### src/rtl/cpu_pkg.sv
// Shared definitions for the accumulator CPU: default widths, opcodes and the
// control-strobe bundle exchanged between the controller and the datapath.
package cpu_pkg;

   localparam int ADDR_W_DEFAULT = 5;
   localparam int DATA_W_DEFAULT = 8;

   // Opcodes occupy the top three bits of IR; only the controller decodes them.
   localparam logic [2:0] OP_LOAD  = 3'd0;
   localparam logic [2:0] OP_ADD   = 3'd1;
   localparam logic [2:0] OP_STORE = 3'd2;
   localparam logic [2:0] OP_JUMP  = 3'd3;

   typedef struct packed {
      logic rd_mem;
      logic wr_mem;
      logic ld_ac;
      logic ld_ir;
      logic ld_pc;
      logic inc_pc;
      logic pass;
      logic add;
   } strobes_t;

endpackage

### src/rtl/cpu_ram.sv
// Single-port program/data RAM: one synchronous write port and a combinational
// read port, so a word written at one edge is visible in the following cycle.
module cpu_ram
   import cpu_pkg::*;
#(
   parameter int ADDR_W = ADDR_W_DEFAULT,
   parameter int DATA_W = DATA_W_DEFAULT
) (
   input  logic              clk,
   input  logic              we,
   input  logic [ADDR_W-1:0] waddr,
   input  logic [DATA_W-1:0] wdata,
   input  logic [ADDR_W-1:0] raddr,
   output logic [DATA_W-1:0] rdata
);

   logic [DATA_W-1:0] mem [2**ADDR_W];

   always_ff @(posedge clk) begin
      if (we) begin
         mem[waddr] <= wdata;
      end
   end

   assign rdata = mem[raddr];

endmodule

### src/rtl/cpu_datapath.sv
// Accumulator CPU datapath: PC, IR, AC, carry, address mux, ALU, RAM write-port
// arbitration and a sticky checker for illegal control-strobe combinations.
module cpu_datapath
   import cpu_pkg::*;
#(
   parameter int ADDR_W = ADDR_W_DEFAULT,
   parameter int DATA_W = DATA_W_DEFAULT
) (
   input  logic              clk,
   input  logic              reset,
   input  logic              rd_mem,
   input  logic              wr_mem,
   input  logic              ld_ac,
   input  logic              ld_ir,
   input  logic              ld_pc,
   input  logic              inc_pc,
   input  logic              pass,
   input  logic              add,
   input  logic              init_we,
   input  logic [ADDR_W-1:0] init_addr,
   input  logic [DATA_W-1:0] init_data,
   output logic [DATA_W-1:0] ir,
   output logic [ADDR_W-1:0] pc,
   output logic [DATA_W-1:0] ac,
   output logic              carry,
   output logic              ctrl_err
);

   strobes_t          s;
   logic [ADDR_W-1:0] addr;
   logic [DATA_W-1:0] ram_rdata;
   logic [DATA_W-1:0] bus;
   logic [DATA_W:0]   sum;
   logic [DATA_W-1:0] alu;
   logic              alu_c;
   logic              err_now;
   logic              ram_we;
   logic [ADDR_W-1:0] ram_waddr;
   logic [DATA_W-1:0] ram_wdata;

   assign s = '{rd_mem: rd_mem, wr_mem: wr_mem, ld_ac: ld_ac, ld_ir: ld_ir,
                ld_pc: ld_pc, inc_pc: inc_pc, pass: pass, add: add};

   // During a fetch the RAM is addressed by PC, otherwise by the IR operand.
   assign addr = s.ld_ir ? pc : ir[ADDR_W-1:0];
   assign bus  = s.rd_mem ? ram_rdata : '0;
   assign sum  = {1'b0, ac} + {1'b0, bus};

   always_comb begin
      alu   = ac;
      alu_c = 1'b0;
      if (s.add) begin
         {alu_c, alu} = sum;
      end else if (s.pass) begin
         alu = bus;
      end
   end

   assign err_now = (s.rd_mem & s.wr_mem)
                  | (s.pass & s.add)
                  | (s.ld_ac & ~(s.pass | s.add))
                  | (s.ld_ir & s.wr_mem)
                  | (s.ld_ir & ~s.rd_mem)
                  | (s.ld_pc & s.inc_pc);

   // Test-load always wins; a wr_mem colliding with rd_mem is dropped.
   always_comb begin
      ram_we    = 1'b0;
      ram_waddr = addr;
      ram_wdata = ac;
      if (init_we) begin
         ram_we    = 1'b1;
         ram_waddr = init_addr;
         ram_wdata = init_data;
      end else if (s.wr_mem && !s.rd_mem && !reset) begin
         ram_we = 1'b1;
      end
   end

   cpu_ram #(
      .ADDR_W(ADDR_W),
      .DATA_W(DATA_W)
   ) u_ram (
      .clk  (clk),
      .we   (ram_we),
      .waddr(ram_waddr),
      .wdata(ram_wdata),
      .raddr(addr),
      .rdata(ram_rdata)
   );

   always_ff @(posedge clk) begin
      if (reset) begin
         pc       <= '0;
         ir       <= '0;
         ac       <= '0;
         carry    <= 1'b0;
         ctrl_err <= 1'b0;
      end else begin
         if (s.ld_ac) begin
            ac <= alu;
            if (s.add) begin
               carry <= alu_c;
            end
         end
         if (s.ld_ir) begin
            ir <= bus;
         end
         if (s.ld_pc) begin
            pc <= ir[ADDR_W-1:0];
         end else if (s.inc_pc) begin
            pc <= pc + 1'b1;
         end
         ctrl_err <= ctrl_err | err_now;
      end
   end

endmodule

### config.mk
export PLATFORM = sky130hd
export DESIGN_NAME = cpu_datapath
export DESIGN_NICKNAME = d
export VERILOG_FILES = /design/src/rtl/cpu_pkg.sv /design/src/rtl/cpu_ram.sv /design/src/rtl/cpu_datapath.sv
export SDC_FILE = /design/constraint.sdc
export NUM_CORES = 1
export LEC_CHECK = 0
export CORE_MARGIN = 10
export CORE_UTILIZATION = 50
export DETAILED_ROUTE_END_ITERATION = 8
export PLACE_DENSITY = 0.68
export SKIP_LAST_GASP = 1
export SYNTH_ARGS = -nofsm -noshare
export SYNTH_HDL_FRONTEND = slang
export SYNTH_HIERARCHICAL = 1
export SYNTH_SLANG_ARGS = --single-unit
### constraint.sdc
create_clock -name clk -period 8.4 [get_ports clk]
set_input_delay 1.68 -clock clk [delete_from_list [all_inputs] [get_ports clk]]
set_output_delay 1.68 -clock clk [all_outputs]
set_load 0.02 [all_outputs]
==> results of run 1 <==
==> worst max-delay path: stages <==
cell             delay [ps]
clkdlybuf4s50_1         890
nand2_1                 190
nand2_4                 780
buf_4                   460
mux4_2                  540
mux4_2                  450
mux2_2                  280
and2_1                  170
ha_1                    330
a211oi_1                390
o21bai_1                190
mux2i_1                 150
a311oi_1                280
==> report_power, final <==
group	switching, mW	internal, mW
sequential	0.0112	1.56
combinational	0.157	0.112
clock	0.500	0.779
==> how the worst max path moves through the flow <==
stage	from	endpoint	slack, ps	depth (start not counted)
6_report	ld_ir	ac[6]	1980	13
5_1_grt	ld_ir	ac[6]	1540	13
4_1_cts	ld_ir	ac[6]	1910	13
3_5_place_dp	ld_ir	ac[6]	1370	13
3_3_place_gp	ld_ir	ac[6]	1450	13
2_1_floorplan	ld_ir	ac[6]	2730	16
==> layer usage <==
layer | track usage | up-vias
li1 | - | 2574
met3 | 0.0369 | 37
met4 | 0.0484 | 0
met5 | 0 | -
met1 | 0.237 | 3046
met2 | 0.254 | 231
==> kinds of logic after synthesis <==
group,share of synthesized area
AO/OA/AOI/OAI,0.0288
flip-flops,0.706
adder cells (fa/ha/maj),0.0115
multiplexers,0.185
buffers and inverters,0.0168
XOR/XNOR,0.00379
AND/OR/NAND/NOR,0.0484
==> cell usage in the layout (no fill, tap or decap), drive strengths merged, types with 2 or more instances in the layout <==
cell and n:
a211oi 4, a21oi 14, a221oi 2, and2 7
buf 5, bufinv 5, clkbuf 33, clkdlybuf4s50 46
clkinv 12, dfxtp 23, edfxtp 256, ha 9
inv 5, mux2 20, mux2i 11, mux4 80
nand2 24, nand2b 6, nand3 3, nand3b 6
nand4 3, nor2 55, nor3 5, o21a 3
o21ai 9, o21bai 4, o221ai 4, o41ai 2
or3b 3, xnor2 5
==> registers in the layout, summed over array words and instances (netlist names) <==
register / flops
u_ram/mem: 256
ac: 8
ir: 8
pc: 5
carry: 1
ctrl_err: 1
==> layout make-up <==
cell class	count	area (um2)
fillers	1627	9510
clock inverters	18	210
well taps	285	357
flip-flops and latches	279	8150
clock buffers	33	741
inverters	5	18.8
repair buffers	51	510
multi-input cells	292	3220
==> stage by stage <==
step	cells	hold slack [ps]	total power [mW]
floorplan	610	578	1.77
global placement	912	477	1.86
detailed placement	912	512	1.87
CTS	963	527	3.14
global route	963	550	3.22
finish	963	526	3.11
==> impl_metrics.ini, run 1 <==
[drt]
routed-wl-met3_um = 2090
met2_length_um = 11100
top_layer_used = met4
drtIter0Drc = 651
met1_length_um = 10700
dr.pass1.iters = 5
drcViolationCount = 0
vias_per_cell = 6.11
wire_per_inst_um = 25.5
antenna_left = 0
finalWirelength_um = 24500
vias = 5888

[place]
dp_hpwl_um = 15600
preCtsSetupSlack_ps = 1370
placed_cell_area_um2 = 12300
io_buffers = 46
gp_congestion = 0.904

[worst_setup_path]
worst-path-max-fanout = 50
r2r_slack_ps = 3670
worstReg2RegEnd = ac[6]
start_kind = input pin
r2r-start = pc[0]
crit_type = in2reg
crit_arrival_ps = 6850
worst_ep_required_time_ps = 8840
crit_path_end_kind = register
r2r_cells = 12

[job]
drv_cap = 0

[final_layout]
final_area_um2 = 13200
antennaDiodeCount = 0
nets = 691
drive_gt1_frac = 0.230
finish.utilization = 0.581
area_growth_syn_to_layout_pct = 14.3

[min_path]
hold_path.startpoint = ir[7]
hold_class = reg2reg
whs_path_depth = 2
min_to = ir[7]

[global_routing]
antenna_found_initial = 0
grt_max_degree = 51
grt_first_pass_wirelength_um = 37200
grt-ovfl-total = 0
grt_usage = 0.167
grt_pass1_vias = 5937

[logic_synthesis]
yosysMostFrequentCell = edfxtp_1
synth_seq_area_share = 0.706
yosys.area.top_type_share = 0.666
yosys.area.top_type = edfxtp_1
synth.distinct_cells = 46
synth_common_cells = 256 x edfxtp_1, 80 x mux4_2, 55 x nor2_1
async_flop_share = 0
netlist_area_um2 = 11500
synthCells = 610
synth_ff_type = edfxtp_1
synth_area_leaders = edfxtp_1 67%, mux4_2 16%, dfxtp_1 4.0%
synth_nets = 644
synth-edff-count = 256
ys_seq_elements = 279
yosysWarnings = 6
syn_avg_cell_area_um2 = 18.9

[sta]
fin_tns_setup_ps = 0
tightest_slew_ps = 1030
final-setup-viol-count = 0
period_share = 0.764
fin_skew_ps = 7.24
maxSlewViolCount = 0
max_freq_ghz = 0.156
rsz0062_at_grt = no
fin_crit_ps = 6420
setup_ws_ps = 1980
finalHoldViolCount = 0
relSlewSlack = 0.312

[power]
ir_drop_mv = 0.176
p_per_area_nw_per_um2 = 236
power_leakage_nw = 4.18

[clocking]
cts_resized = 0
clock-sinks = 279
cts_hold_buffers = 0
cts_buffers = 28
cts_tree = built
clockRootBuffer = clkbuf_16
clk_path_buf_depth = 3
cts_setup_buffers = 0
h-tree-depth = 1
insertion_delay_ps = 530
clk_pin_slew_worst_paths_ps = 60

[floorplan]
ios = 47
core-area_um2 = 22700
die_h_um = 172
row_count = 55
die_area_um2 = 29600
start_util = 0.508
fp.dieW_um = 172

[run_status]
run_status = finished, final reports clean
(Power assumes the default switching activity.)
==> run 2: changes to the inputs <==
--- a/config.mk
+++ b/config.mk
@@ -8,7 +8,7 @@
 export CORE_MARGIN = 10
 export CORE_UTILIZATION = 50
 export DETAILED_ROUTE_END_ITERATION = 8
-export PLACE_DENSITY = 0.68
+export PLACE_DENSITY = 0.7
 export SKIP_LAST_GASP = 1
 export SYNTH_ARGS = -nofsm -noshare
 export SYNTH_HDL_FRONTEND = slang
==> constraint.sdc (replaced) <==
create_clock -name clk -period 5.1 [get_ports clk]
set_input_delay 1.02 -clock clk [delete_from_list [all_inputs] [get_ports clk]]
set_output_delay 1.02 -clock clk [all_outputs]
set_load 0.02 [all_outputs]
==> run 2 against run 1 <==
Net effect: global-route usage about the same; sequential power grew 64%; routed wire length up 0.81%; worst hold slack worse by 21 ps; non-clock buffer count grew 24; combinational power is 74% higher; clock power up 64%; first-iteration DRC count down 2.8%; power increased by 65%; via count rose by 2.8%; cell count increased by 2.6%; setup slack got worse by 1600 ps; critical path type unchanged; largest power group unchanged.
==> impl_metrics.ini, run 2 (synthesis gave the netlist of run 1 again) <==
[final_layout]
nFillCells = 1603
drive_gt1_frac = 0.263
largest_reg_flops = 256
final_area_um2 = 13500
final_cell_mix = 256 x edfxtp_1, 80 x mux4_2, 55 x nor2_1, 46 x clkdlybuf4s50_1, 29 x clkbuf_16
finish.utilization = 0.593
area_growth_syn_to_layout_pct = 16.6
reg_top3 = u_ram/mem x256, ac x8, ir x8
layout.cells.non_filler = 988
antennaDiodeCount = 0
nets = 715
top_register = u_ram/mem
final_common_cell = edfxtp_1

[sta]
relSlewSlack = 0.399
finalHoldViolCount = 0
final-setup-viol-count = 0
tightest_slew_ps = 898
fin_crit_ps = 4670
maxSlewViolCount = 0
rsz0062_at_grt = no
period_share = 0.916
timing.hold.ws_ps = 505
setup_ws_ps = 430
fin_skew_ps = 18.9
fin_tns_setup_ps = 0
max_freq_ghz = 0.214

[drt]
vias_per_cell = 6.13
vias = 6054
antenna_left = 0
drtIter0Drc = 633
dr.pass1.iters = 5
drcViolationCount = 0
wire_per_inst_um = 25.0
finalWirelength_um = 24700

[power]
p_per_area_nw_per_um2 = 383
pwr-share-comb = 0.092
p_int_mw = 4.03
pwr-share-seq = 0.501
power_leakage_nw = 4.32
ir_drop_mv = 0.192
power_mw = 5.15
pwr-share-clk = 0.408
swShare = 0.217
switchingPower_mw = 1.12

[floorplan]
fp.dieW_um = 172
core-area_um2 = 22700
ios = 47
row_count = 55
die_area_um2 = 29600
start_util = 0.508
die_h_um = 172

[place]
placed_cells = 936
dp_hpwl_um = 16600
preCtsSetupSlack_ps = -0.895
gp_congestion = 0.888
io_buffers = 46
placed_cell_area_um2 = 12500

[clocking]
h-tree-depth = 1
cts_resized = 0
cts_tree = built
insertion_delay_ps = 540
cts_buffers = 28
clk_path_buf_depth = 3
clk_pin_slew_worst_paths_ps = 70
clockRootBuffer = clkbuf_16
clock-sinks = 279
cts_hold_buffers = 0
cts_setup_buffers = 0

[worst_setup_path]
worst_ep_required_time_ps = 5550
slowest_stage = mux4_2
critPathMaxStageDelay_ps = 510
crit_type = in2reg
crit_path_end_kind = register
worst-path-max-fanout = 10
crit_top_cell = mux4_2
start_kind = input pin
crit_arrival_ps = 5120
crit_chain = clkdlybuf4s50_1 -> nand2b_1 -> nand2_4 -> buf_12 -> mux4_2 -> mux4_2 -> mux2_2 -> and2_1 -> ha_1 -> fa_1 -> a211oi_1 -> o21bai_1 -> mux2i_1 -> a311oi_1

[global_routing]
grt_usage = 0.167
grt-ovfl-total = 0
antenna_found_initial = 0
grt_max_degree = 33
grt_pass1_vias = 6070
grt_first_pass_wirelength_um = 37400

[job]
drv_cap = 0

[run_status]
run_status = finished, final reports clean

[min_path]
hold_class = reg2reg
-- run 2: changes by cell type in the layout (fill, tap and decap cells not counted), sizes merged --
| cell | delta |
|---|---|
| clkinv | -4 |
| clkinvlp | +2 |
| bufinv | -2 |
| buf | +24 |
| clkbuf | +5 |
-- run 2: final cells by class --
type                    instances  area [um2]  area share
flip-flops and latches        279        8150       0.605
multi-input cells             292        3220       0.239
clock buffers                  38         810      0.0601
repair buffers                 75         753      0.0559
well taps                     285         357      0.0265
clock inverters                14         160      0.0119
inverters                       5        18.8     0.00139
-- run 2: metal layers --
layer	GRT usage	up-vias	wire length (um)
li1	-	2613	-
met1	0.234	3167	10700
met2	0.255	230	11400
met3	0.0337	44	1830
met4	0.0566	0	779
met5	0	-	0
-- run 2: worst max-delay path: cells and delay by family --
family	cells	cell delay [ps]
mux	4	1430
simple gates	3	520
fa+ha+maj	2	640
buf+inv	2	630
compound gates	3	890
-- run 2: power groups by stage --
| stage | clock [mW] | combinational (mW) | sequential, mW |
|---|---|---|---|
| global route | 2.23 | 0.509 | 2.58 |
| finish | 2.10 | 0.471 | 2.58 |
| global placement | 0 | 0.459 | 2.63 |
| floorplan | 0 | 0.282 | 2.64 |
| CTS | 2.14 | 0.474 | 2.58 |
| detailed placement | 0 | 0.471 | 2.63 |
-- run 2: final timing paths --
path	start	end	slack (ps)	cells past startpoint
setup / recovery	ld_ir	ac[6]	430	14
hold / removal	ir[5]	ir[5]	500	2
setup reg to reg	pc[0]	ac[6]	1060	13
hold reg to reg	ir[5]	ir[5]	500	2
